--- config.mk ---
export PLATFORM = sky130hd
export DESIGN_NAME = stream_demux
export DESIGN_NICKNAME = d
export VERILOG_FILES = /design/src/rtl/stream_demux_pkg.sv /design/src/rtl/stream_demux_slot.sv /design/src/rtl/stream_demux.sv
export SDC_FILE = /design/constraint.sdc
export NUM_CORES = 1
export LEC_CHECK = 0
export CAP_MARGIN = 10
export CELL_PAD_IN_SITES_DETAIL_PLACEMENT = 0
export CELL_PAD_IN_SITES_GLOBAL_PLACEMENT = 2
export CORE_MARGIN = 2
export CORE_UTILIZATION = 38
export CTS_BUF_LIST = sky130_fd_sc_hd__clkbuf_2
export DETAILED_ROUTE_END_ITERATION = 16
export GPL_TIMING_DRIVEN = 0
export PLACE_DENSITY_LB_ADDON = 0.1
export SYNTH_ARGS = -nofsm -noshare
export SYNTH_HDL_FRONTEND = slang
export SYNTH_HIERARCHICAL = 1
export SYNTH_SLANG_ARGS = --single-unit
--- constraint.sdc ---
create_clock -name clk -period 6.3 [get_ports clk]
set_input_delay 1.26 -clock clk [delete_from_list [all_inputs] [get_ports clk]]
set_output_delay 1.26 -clock clk [all_outputs]
set_load 0.005 [all_outputs]
--- src/rtl/stream_demux_pkg.sv ---
// Shared constants and types for the stream demultiplexer.
// DEMUX_STATS_EN enables the per-channel pop counters.
package stream_demux_pkg;

  localparam int DEPTH = 2;
  localparam int CNT_W = 16;

  typedef logic [1:0] occ_t;

  localparam logic SEL_OUT1 = 1'b1;
  localparam logic SEL_OUT2 = 1'b0;

  function automatic logic [CNT_W-1:0] sat_inc(
    input logic [CNT_W-1:0] v
  );
    return (&v) ? v : v + 1'b1;
  endfunction

endpackage

--- src/rtl/stream_demux_slot.sv ---
// Two-entry channel FIFO with registered head, valid and ready.
// Reset clears occupancy only; data registers are don't-care.
module demux_slot
  import stream_demux_pkg::*;
#(
  parameter int width = 32
) (
  input  logic             clk,
  input  logic             rst,
  input  logic             push_i,
  input  logic             pop_i,
  input  logic [width-1:0] data_i,
  output logic             valid_o,
  output logic             ready_o,
  output logic [width-1:0] head_o
);

  occ_t             occ_q, occ_d;
  logic [width-1:0] head_q, head_d;
  logic [width-1:0] tail_q, tail_d;
  logic             do_push, do_pop;

  assign do_push = push_i && (occ_q < occ_t'(DEPTH));
  assign do_pop  = pop_i && (occ_q != '0);

  always_comb begin
    occ_d  = occ_q;
    head_d = head_q;
    tail_d = tail_q;
    unique case ({do_push, do_pop})
      2'b10: begin
        occ_d = occ_q + 1'b1;
        if (occ_q == '0) head_d = data_i;
        else             tail_d = data_i;
      end
      2'b01: begin
        occ_d  = occ_q - 1'b1;
        head_d = tail_q;
      end
      2'b11: begin
        // push only reaches here below full, so occupancy is 1
        head_d = data_i;
      end
      default: ;
    endcase
  end

  always_ff @(posedge clk) begin
    if (rst) occ_q <= '0;
    else     occ_q <= occ_d;
  end

  always_ff @(posedge clk) begin
    head_q <= head_d;
    tail_q <= tail_d;
  end

  assign valid_o = (occ_q != '0);
  assign ready_o = (occ_q < occ_t'(DEPTH));
  assign head_o  = head_q;

endmodule

--- src/rtl/stream_demux.sv ---
// One-in, two-out stream demultiplexer with a 2-deep FIFO per channel.
// Define DEMUX_STATS_EN to count pops per channel (saturating).
module stream_demux
  import stream_demux_pkg::*;
#(
  parameter int width = 32
) (
  input  logic             clk,
  input  logic             rst,
  input  logic             in_valid,
  output logic             in_ready,
  input  logic             in_sel,
  input  logic [width-1:0] in_data,
  output logic             out1_valid,
  input  logic             out1_ready,
  output logic [width-1:0] out1_data,
  output logic             out2_valid,
  input  logic             out2_ready,
  output logic [width-1:0] out2_data,
  output logic [15:0]      count1,
  output logic [15:0]      count2
);

  logic rdy1, rdy2;
  logic push1, push2;
  logic pop1, pop2;

  assign in_ready = (in_sel == SEL_OUT1) ? rdy1 : rdy2;
  assign push1 = in_valid && (in_sel == SEL_OUT1) && rdy1;
  assign push2 = in_valid && (in_sel == SEL_OUT2) && rdy2;
  assign pop1  = out1_valid && out1_ready;
  assign pop2  = out2_valid && out2_ready;

  demux_slot #(.width(width)) u_slot1 (
    .clk    (clk),
    .rst    (rst),
    .push_i (push1),
    .pop_i  (pop1),
    .data_i (in_data),
    .valid_o(out1_valid),
    .ready_o(rdy1),
    .head_o (out1_data)
  );

  demux_slot #(.width(width)) u_slot2 (
    .clk    (clk),
    .rst    (rst),
    .push_i (push2),
    .pop_i  (pop2),
    .data_i (in_data),
    .valid_o(out2_valid),
    .ready_o(rdy2),
    .head_o (out2_data)
  );

`ifdef DEMUX_STATS_EN
  logic [CNT_W-1:0] cnt1_q, cnt1_d;
  logic [CNT_W-1:0] cnt2_q, cnt2_d;

  always_comb begin
    cnt1_d = cnt1_q;
    cnt2_d = cnt2_q;
    if (pop1) cnt1_d = sat_inc(cnt1_q);
    if (pop2) cnt2_d = sat_inc(cnt2_q);
  end

  always_ff @(posedge clk) begin
    if (rst) begin
      cnt1_q <= '0;
      cnt2_q <= '0;
    end else begin
      cnt1_q <= cnt1_d;
      cnt2_q <= cnt2_d;
    end
  end

  assign count1 = cnt1_q;
  assign count2 = cnt2_q;
`else
  assign count1 = '0;
  assign count2 = '0;
`endif

endmodule

Yosys cells after proc, flatten, opt, wreduce, memory -nomap -nowiden --
Cells that the tools add are included.
Word-level totals: input port bits 38, output and inout port bits 99, bits in read-only memories 0, memories kept 0, logic and storage cells 52, latch bits 0, flip-flop bits (word level) 132, memory bits (writable) 0
Operators by class: add/sub/neg operators 4, divide/modulo/power cells 0, reduce and logical (&&, ||, !) cells 22, shift operators 0, bitwise gates (word level) 3, equality and inequality tests 8, order comparisons 2, multiply operators 0, mux-type cells 7
Operators with widths (number):
- 32-bit one-hot mux with 3 select lines | 2
- 32-bit two-way mux | 2
- 1-bit logical AND | 10
- 2-bit equality test, second input constant | 4
- 2-bit one-hot mux with 2 select lines | 2
- 2-bit AND reduction | 4
- 2-bit nonzero test | 4
- 3-bit nonzero test | 2
- 2-bit by 1-bit adder with 2-bit output, second input constant | 2
- 2-bit by 1-bit equality test with 1-bit output, second input constant | 2
- 2-bit logical NOT | 2
- 2-bit less-than comparator, second input constant | 2
- 2-bit by 1-bit inequality test with 1-bit output, second input constant | 2
- 2-bit by 1-bit subtractor with 2-bit output, second input constant | 2
- 1-bit inverter | 3
- 1-bit two-way mux | 1

Logic depth before layout (Yosys ltp) --
Gate-level depths: netlist (run 1).
depth in word-level cells 7, depth in mapped cells 10, gate-level depth less buffers 9

Cells and area by module --
Netlist (run 1), hierarchy kept.
By module, submodules not included:
- demux_slot | cells an instance 120, area an instance 2448.6 sq um, sequential area each 1961.9 sq um, times used 2
- stream_demux | cells an instance 38, area an instance 289.0 sq um, sequential area each 0.0 sq um, times used 1

Least setup slack after synthesis (run 1) --
OpenSTA, ideal clock, no wires.
path kind input to register, from input in_sel, to register u_slot2.tail_q[0] (enable), stages on the path 5, required time 5.875 ns, data arrival time 3.179 ns, library setup time 0.425 ns, setup slack 2.696 ns, buffers on the path 0, path through and3b_2 nand2_1 inv_1 ha_1 nor2b_1
On the way: longest elaborated chain between the ends 6
RTL lines:
- start: declaration | line stream_demux.sv:12 | input logic in_sel,
- 1-bit inverter | line stream_demux.sv:30 | assign push2 = in_valid && (in_sel == SEL_OUT2) && rdy2;
- 1-bit logical AND (2 in series) | line stream_demux.sv:30
- 1-bit logical AND | line stream_demux_slot.sv:23 | assign do_push = push_i && (occ_q < occ_t'(DEPTH));
- 2-bit equality test | line stream_demux_slot.sv:30 | unique case ({do_push, do_pop})
- 2-bit AND reduction (no source line)
- end signal: assignment | line stream_demux_slot.sv:55 | tail_q <= tail_d;
- end: declaration | line stream_demux_slot.sv:20 | logic [width-1:0] tail_q, tail_d;
Every way passes these cells. A chain may end at the register's enable or synchronous reset.

Final worst setup path (run 1) --
from input in_sel, to output in_ready
On the way: longest elaborated chain between the ends 1
RTL lines:
- 1-bit two-way mux | line stream_demux.sv:28 | assign in_ready = (in_sel == SEL_OUT1) ? rdy1 : rdy2;
- end: declaration | line stream_demux.sv:11 | output logic in_ready,
Every way passes these cells.

==> qor.yml, run 1 <==
outcome:
  status: "completed"
power:
  leakagePower_nw: 2.51
  power_w: 0.00182
  ir_worst_vdd_uv: 142
  power_density_mw_per_mm2: 264
clock_tree:
  cts_hold_buf: 0
  cts_buffer_depth: 2
  cts_root_buf: "clkbuf_2"
  cts_made_buffers: 17
  clk_pin_slew_worst_paths_ps: 170
  htreeDepth: 4
  clock_sinks: 132
  post-cts-setup-buffers: 0
  cts.repair.resized: 0
  clkLatencyLatePin_ps: 650
  cts_tree: "done"
setup_path:
  crit_type: "primary input to output pin"
  cp_num_buf_inv: 2
  worstPathArrival_ps: 2510
  max_stage_delay_ps: 510
  worst-path-stages: 3
  cp-endpoint: "in_ready"
  ff2ff_path_depth: 9
  rrSetupSlack_ps: 4010
  cp-startpoint: "in_sel"
  crit_top_cell: "clkdlybuf4s50_1"
  cp-start-kind: "primary input"
  r2r_start: "u_slot2/occ_q[0]$_SDFFE_PP0P_"
  worstPathCellList: "clkdlybuf4s50_1, mux2_4, clkdlybuf4s50_1"
  crit_slowest_cell: "clkdlybuf4s50_1"
  cp_max_fo: 3
  r2r-end: "u_slot2/head_o[7]$_DFFE_PP_"
  crit_family: "buffers and inverters"
  crit_required_ps: 5040
  critPathCaptureType: "output pin"
yosys:
  ys_seq_elements: 132
  ys_seq_area_frac: 0.757
  ys_types: 20
  syn_inst: 278
  synthTopCellsByArea: "edfxtp_1 74%, mux2_2 14%, buf_4 4.9%"
  avgSynthCellArea_um2: 18.7
  yosys_warnings: 6
  synth_top_area_frac: 0.741
  mappedNetlistArea_mm2: 0.00519
  yosysTopAreaCell: "edfxtp_1"
floorplanning:
  ios: 137
  dieArea_mm2: 0.0146
  die_h_um: 121
  fp-row-count: 42
  start_util: 0.390
  die_w_um: 121
  coreArea_mm2: 0.0133
place:
  dp_hpwl_mm: 6.11
  portBuffers: 104
  pre_cts_ws_ps: 2520
  routabilityCongestion: 0.718
global_route:
  grt_max_degree: 33
  antenna_found_initial: 0
  grt_pass1_wl_mm: 14.8
  gr-total-overflow: 0
  grt_usage: 0.140
  grt_pass1_vias: 2773
finish:
  mostFrequentLayoutCell: "edfxtp_1"
  drive_above_1_share: 0.320
  nNetsFinal: 477
  syn_to_final_growth_pct: 33.2
  final_cell_mix: "128 x edfxtp_1, 104 x clkdlybuf4s50_1, 64 x mux2_2"
  antenna_cells: 0
job:
  drv_cap: 0
timing:
  final_hold_viol_count: 0
  tns_ps: 0
  min_period_ps: 3770
  relSlewSlack: 0.368
  fin_ws_ps: 2530
  slew_violations: 0
  period_share: 0.599
  max_freq_mhz: 265
  rsz0062_at_grt: "no"
  setup_viol: 0
  clock_skew_ps: 15.6
  tightest_slew_ps: 945
route:
  final_antenna_net_count: 0
  drtIter0Drc: 120
  vias_per_cell: 4.36
  wl_mm: 9.63
  drc: 0
  vias: 2715
  first_pass_iters: 4
  wire_per_inst_um: 15.5
hold_path:
  min_path_type: "register to register"
synth_stat cells:
| cell type | n |
|---|---|
| buf_2 | 6 |
| o21ai_0 | 4 |
| and2_1 | 2 |
| buf_4 | 34 |
| nand2_1 | 6 |
| or3_1 | 2 |
| inv_1 | 8 |
| and3_2 | 1 |
| xor2_1 | 2 |
| nor2b_1 | 2 |
| edfxtp_1 | 128 |
| and3b_2 | 1 |
| a21oi_1 | 2 |
| nor2_1 | 4 |
| dfxtp_1 | 4 |
| conb_1 | 1 |
| mux2_4 | 1 |
| mux2_2 | 64 |
| ha_1 | 4 |
| xnor2_1 | 2 |
stage by stage:
step / util / area (um2) / cells / hold WS (ps)
floorplan: - / 5300 / 309 / 475
detailed placement: 0.500 / 6650 / 592 / 512
finish: 0.520 / 6910 / 623 / 535
CTS: 0.520 / 6910 / 623 / 536
global placement: 0.494 / 6560 / 589 / 506
global route: 0.520 / 6910 / 623 / 569
logic make-up (layout without fill, tap and decap cells):
| kind of cell | after synthesis | count (layout) | share of synthesized area |
|---|---|---|---|
| AO/OA/AOI/OAI | 6 | 6 | 0.00579 |
| buffers and inverters | 48 | 186 | 0.0608 |
| multiplexers | 65 | 65 | 0.142 |
| adder cells (fa/ha/maj) | 4 | 4 | 0.00965 |
| other | 1 | 32 | 0.000723 |
| flip-flops | 132 | 132 | 0.757 |
| AND/OR/NAND/NOR | 18 | 18 | 0.0179 |
| XOR/XNOR | 4 | 4 | 0.00676 |
layout make-up:
cell class                      count  area [um2]
Buffer                             40         285
Clock buffer                       19        95.1
Clock inverter                     12         163
Fill cell                        1093        6390
Inverter                            8        30.0
Multi-Input combinational cell    129        1080
Sequential cell                   132        3920
Tap cell                          176         220
Timing Repair Buffer              107        1110
worst min-delay path by stage:
| stage | startpoint | end | cells past startpoint |
|---|---|---|---|
| 2_1_floorplan | u_slot1/occ_q[1]$_SDFFE_PP0P_ | u_slot1/occ_q[1]$_SDFFE_PP0P_ | 2 |
| 3_3_place_gp | u_slot1/occ_q[1]$_SDFFE_PP0P_ | u_slot1/occ_q[1]$_SDFFE_PP0P_ | 2 |
| 3_5_place_dp | u_slot1/occ_q[1]$_SDFFE_PP0P_ | u_slot1/occ_q[1]$_SDFFE_PP0P_ | 2 |
| 4_1_cts | u_slot1/occ_q[1]$_SDFFE_PP0P_ | u_slot1/occ_q[1]$_SDFFE_PP0P_ | 2 |
| 5_1_grt | u_slot1/occ_q[1]$_SDFFE_PP0P_ | u_slot1/occ_q[1]$_SDFFE_PP0P_ | 2 |
| 6_report | u_slot1/occ_q[1]$_SDFFE_PP0P_ | u_slot1/occ_q[1]$_SDFFE_PP0P_ | 2 |
tightest hold or removal path, cell delays in order, from the launching register on:
cell and delay [ps]:
dfxtp_1 380, o21ai_0 80, a21oi_1 60
metal layers:
metal | wire length [um] | track usage | part of all wire | vias to the layer above
li1 | - | - | - | 1301
met1 | 4170 | 0.170 | 0.43 | 1306
met2 | 4640 | 0.220 | 0.48 | 96
met3 | 658 | 0.0519 | 0.068 | 12
met4 | 157 | 0.0654 | 0.016 | 0
met5 | 0 | 0 | 0 | -
sequential cells by signal (all words and copies together), names as in the netlist:
signal / flops
u_slot1/head_o: 32
u_slot1/tail_q: 32
u_slot2/head_o: 32
u_slot2/occ_q: 2
u_slot2/tail_q: 32
u_slot1/occ_q: 2
report_power, final:
| group | total [W] | switching [W] | internal, W | leakage [nW] |
|---|---|---|---|---|
| registers | 0.00105 | 0.0000164 | 0.00103 | 1.21 |
| clock network | 0.000545 | 0.000289 | 0.000256 | 0.155 |
| logic | 0.000229 | 0.0000975 | 0.000131 | 1.14 |
| total | 0.00182 | 0.000403 | 0.00142 | 2.51 |
Power figures use the tool's default switching activity.
==> run 2, diff against run 1 <==
--- a/config.mk
+++ b/config.mk
@@ -9,7 +9,7 @@
 export CELL_PAD_IN_SITES_DETAIL_PLACEMENT = 0
 export CELL_PAD_IN_SITES_GLOBAL_PLACEMENT = 2
 export CORE_MARGIN = 2
-export CORE_UTILIZATION = 38
+export CORE_UTILIZATION = 32
 export CTS_BUF_LIST = sky130_fd_sc_hd__clkbuf_2
 export DETAILED_ROUTE_END_ITERATION = 16
 export GPL_TIMING_DRIVEN = 0
==> constraint.sdc (replaced) <==
create_clock -name clk -period 3.3 [get_ports clk]
set_input_delay 0.66 -clock clk [delete_from_list [all_inputs] [get_ports clk]]
set_output_delay 0.66 -clock clk [all_outputs]
set_load 0.005 [all_outputs]
==> qor.yml, run 2 (synthesis gave the netlist of run 1 again) <==
global_route:
  grt_pass1_vias: 2815  # was 2773
  grt_max_degree: 25  # was 33
  grt_pass1_wl_mm: 15.6  # was 14.8 mm
  gr-total-overflow: 0  # unchanged
  antenna_found_initial: 1  # was 0
  grt_usage: 0.123  # was 0.140
place:
  portBuffers: 104  # unchanged
  dp_hpwl_mm: 6.68  # was 6.11 mm
  routabilityCongestion: 0.652  # was 0.718
  placedCellCount: 633  # was 592
power:
  ir_worst_vdd_uv: 222  # was 142 uV
  leakagePower_nw: 2.53  # was 2.51 nW
  power_w: 0.00360  # was 0.00182 W
  power_density_mw_per_mm2: 512  # was 264 mW/mm2
clock_tree:
  cts.repair.resized: 0  # unchanged
  clk_pin_slew_worst_paths_ps: 180  # was 170 ps
  cts_tree: "done"  # unchanged
  cts_buffer_depth: 2  # unchanged
  post-cts-setup-buffers: 0  # unchanged
  cts_hold_buf: 0  # unchanged
  clock_sinks: 132  # unchanged
  cts_root_buf: "clkbuf_2"  # unchanged
  htreeDepth: 4  # unchanged
  clkLatencyLatePin_ps: 690  # was 650 ps
  cts_made_buffers: 17  # unchanged
timing:
  relSlewSlack: 0.550  # was 0.368
  final_hold_viol_count: 0  # unchanged
  rsz0062_at_grt: "no"  # unchanged
  min_period_ps: 2570
  tightest_slew_ps: 673  # was 945 ps
  hold-worst-slack_ps: 530  # was 535 ps
  clock_skew_ps: 16.4  # was 15.6 ps
  max_freq_mhz: 388
  slew_violations: 0  # unchanged
  tns_ps: 0  # unchanged
  period_share: 0.780
  setup_viol: 0  # unchanged
route:
  first_pass_iters: 4  # unchanged
  drtIter0Drc: 127  # was 120
  final_antenna_net_count: 0  # unchanged
  vias: 2737  # was 2715
  wire_per_inst_um: 15.3  # was 15.5 um
  wl_mm: 10.2  # was 9.63 mm
  vias_per_cell: 4.11  # was 4.36
  drc: 0  # unchanged
finish:
  utilization: 0.443  # was 0.520
  mostFrequentLayoutCell: "edfxtp_1"  # unchanged
  final-seq-area_mm2: 0.00392  # unchanged
  stdcell_count: 666  # was 623
  final_cell_mix: "128 x edfxtp_1, 104 x clkdlybuf4s50_1, 64 x mux2_2"  # unchanged
  multi_input_area_mm2: 0.00108  # unchanged
  syn_to_final_growth_pct: 35.7  # was 33.2%
  nNetsFinal: 478  # was 477
  drive_above_1_share: 0.318  # was 0.320
  nFillCells: 1506  # was 1093
floorplanning:
  coreArea_mm2: 0.0159  # was 0.0133 mm2
  ios: 137  # unchanged
  die_h_um: 131  # was 121 um
  die_w_um: 131  # was 121 um
  start_util: 0.326  # was 0.390
  fp-row-count: 46  # was 42
  dieArea_mm2: 0.0172  # was 0.0146 mm2
setup_path:
  rrSetupSlack_ps: 900  # was 4010 ps
  crit_type: "register to output pin"  # was primary input to output pin
  r2r-end: "u_slot2/tail_q[18]$_DFFE_PP_"  # was u_slot2/head_o[7]$_DFFE_PP_
  r2r_start: "u_slot2/occ_q[0]$_SDFFE_PP0P_"  # unchanged
  cp_max_fo: 4  # was 3
  worstPathArrival_ps: 1910  # was 2510 ps
  crit_required_ps: 2640  # was 5040 ps
  critPathCaptureType: "output pin"  # unchanged
  cp-startpoint: "u_slot1/occ_q[0]$_SDFFE_PP0P_"  # was in_sel
  cp-start-kind: "register"  # was primary input
  ff2ff_path_depth: 7  # was 9
outcome:
  status: "completed"  # unchanged
hold_path:
  hold_depth: 2  # unchanged
  hold_end: "u_slot1/occ_q[1]$_SDFFE_PP0P_"  # unchanged
  min_path_type: "register to register"  # unchanged
  holdCritStartpoint: "u_slot1/occ_q[1]$_SDFFE_PP0P_"  # unchanged
job:
  drv_cap: 0  # unchanged
run 2: cell count changes in the layout (fill, tap and decap cells not counted), sizes merged:
cell	delta
buf	+1
bufinv	+1
clkbuf	-2
clkinv	+1
diode	+1
inv	+1
run 2: power breakdown:
part | switching [W] | leakage [nW] | internal [W]
Clock | 0.000590 | 0.165 | 0.000567
Sequential | 0.0000308 | 1.21 | 0.00197
Combinational | 0.000190 | 1.16 | 0.000259
run 2: area by class of cell:
class,count,area share
diodes,1,0.000356
plain buffers,40,0.0405
clock buffers,17,0.0121
clock inverters,15,0.0301
inverters,8,0.00427
multi-input cells,129,0.154
flip-flops and latches,132,0.558
well taps,216,0.0384
repair buffers,108,0.163
run 2: worst max path at each step:
stage                     slack, ps                     endpoint  cells after the start
final                           730                   out1_valid                      3
after global routing            520                   out1_valid                      3
after CTS                       620                   out1_valid                      3
after detailed placement        490  u_slot2/tail_q[4]$_DFFE_PP_                      7
after global placement        -1570  u_slot2/tail_q[4]$_DFFE_PP_                      6
after floorplan                 300  u_slot2/tail_q[0]$_DFFE_PP_                      5
run 2: critical path, stage by stage, from the launching register on:
cell             delay, ps
dfxtp_1                390
nor2_1                 300
inv_1                   90
clkdlybuf4s50_1        460
run 2: stage by stage:
step	setup slack, ps	area (um2)
floorplan	296	5300
global placement	-1570	6610
detailed placement	493	6740
CTS	619	7030
global route	517	7040
finish	726	7040
run 2: metal layers:
metal  wire length [um]  part of all wire  vias to the layer above  GRT usage
met3                662             0.065                       14     0.0513
met5                  0                 0                        -          0
met1               4350              0.43                     1319      0.140
li1                   -                 -                     1305          -
met4                169             0.017                        0     0.0471
met2               5020              0.49                       99      0.205
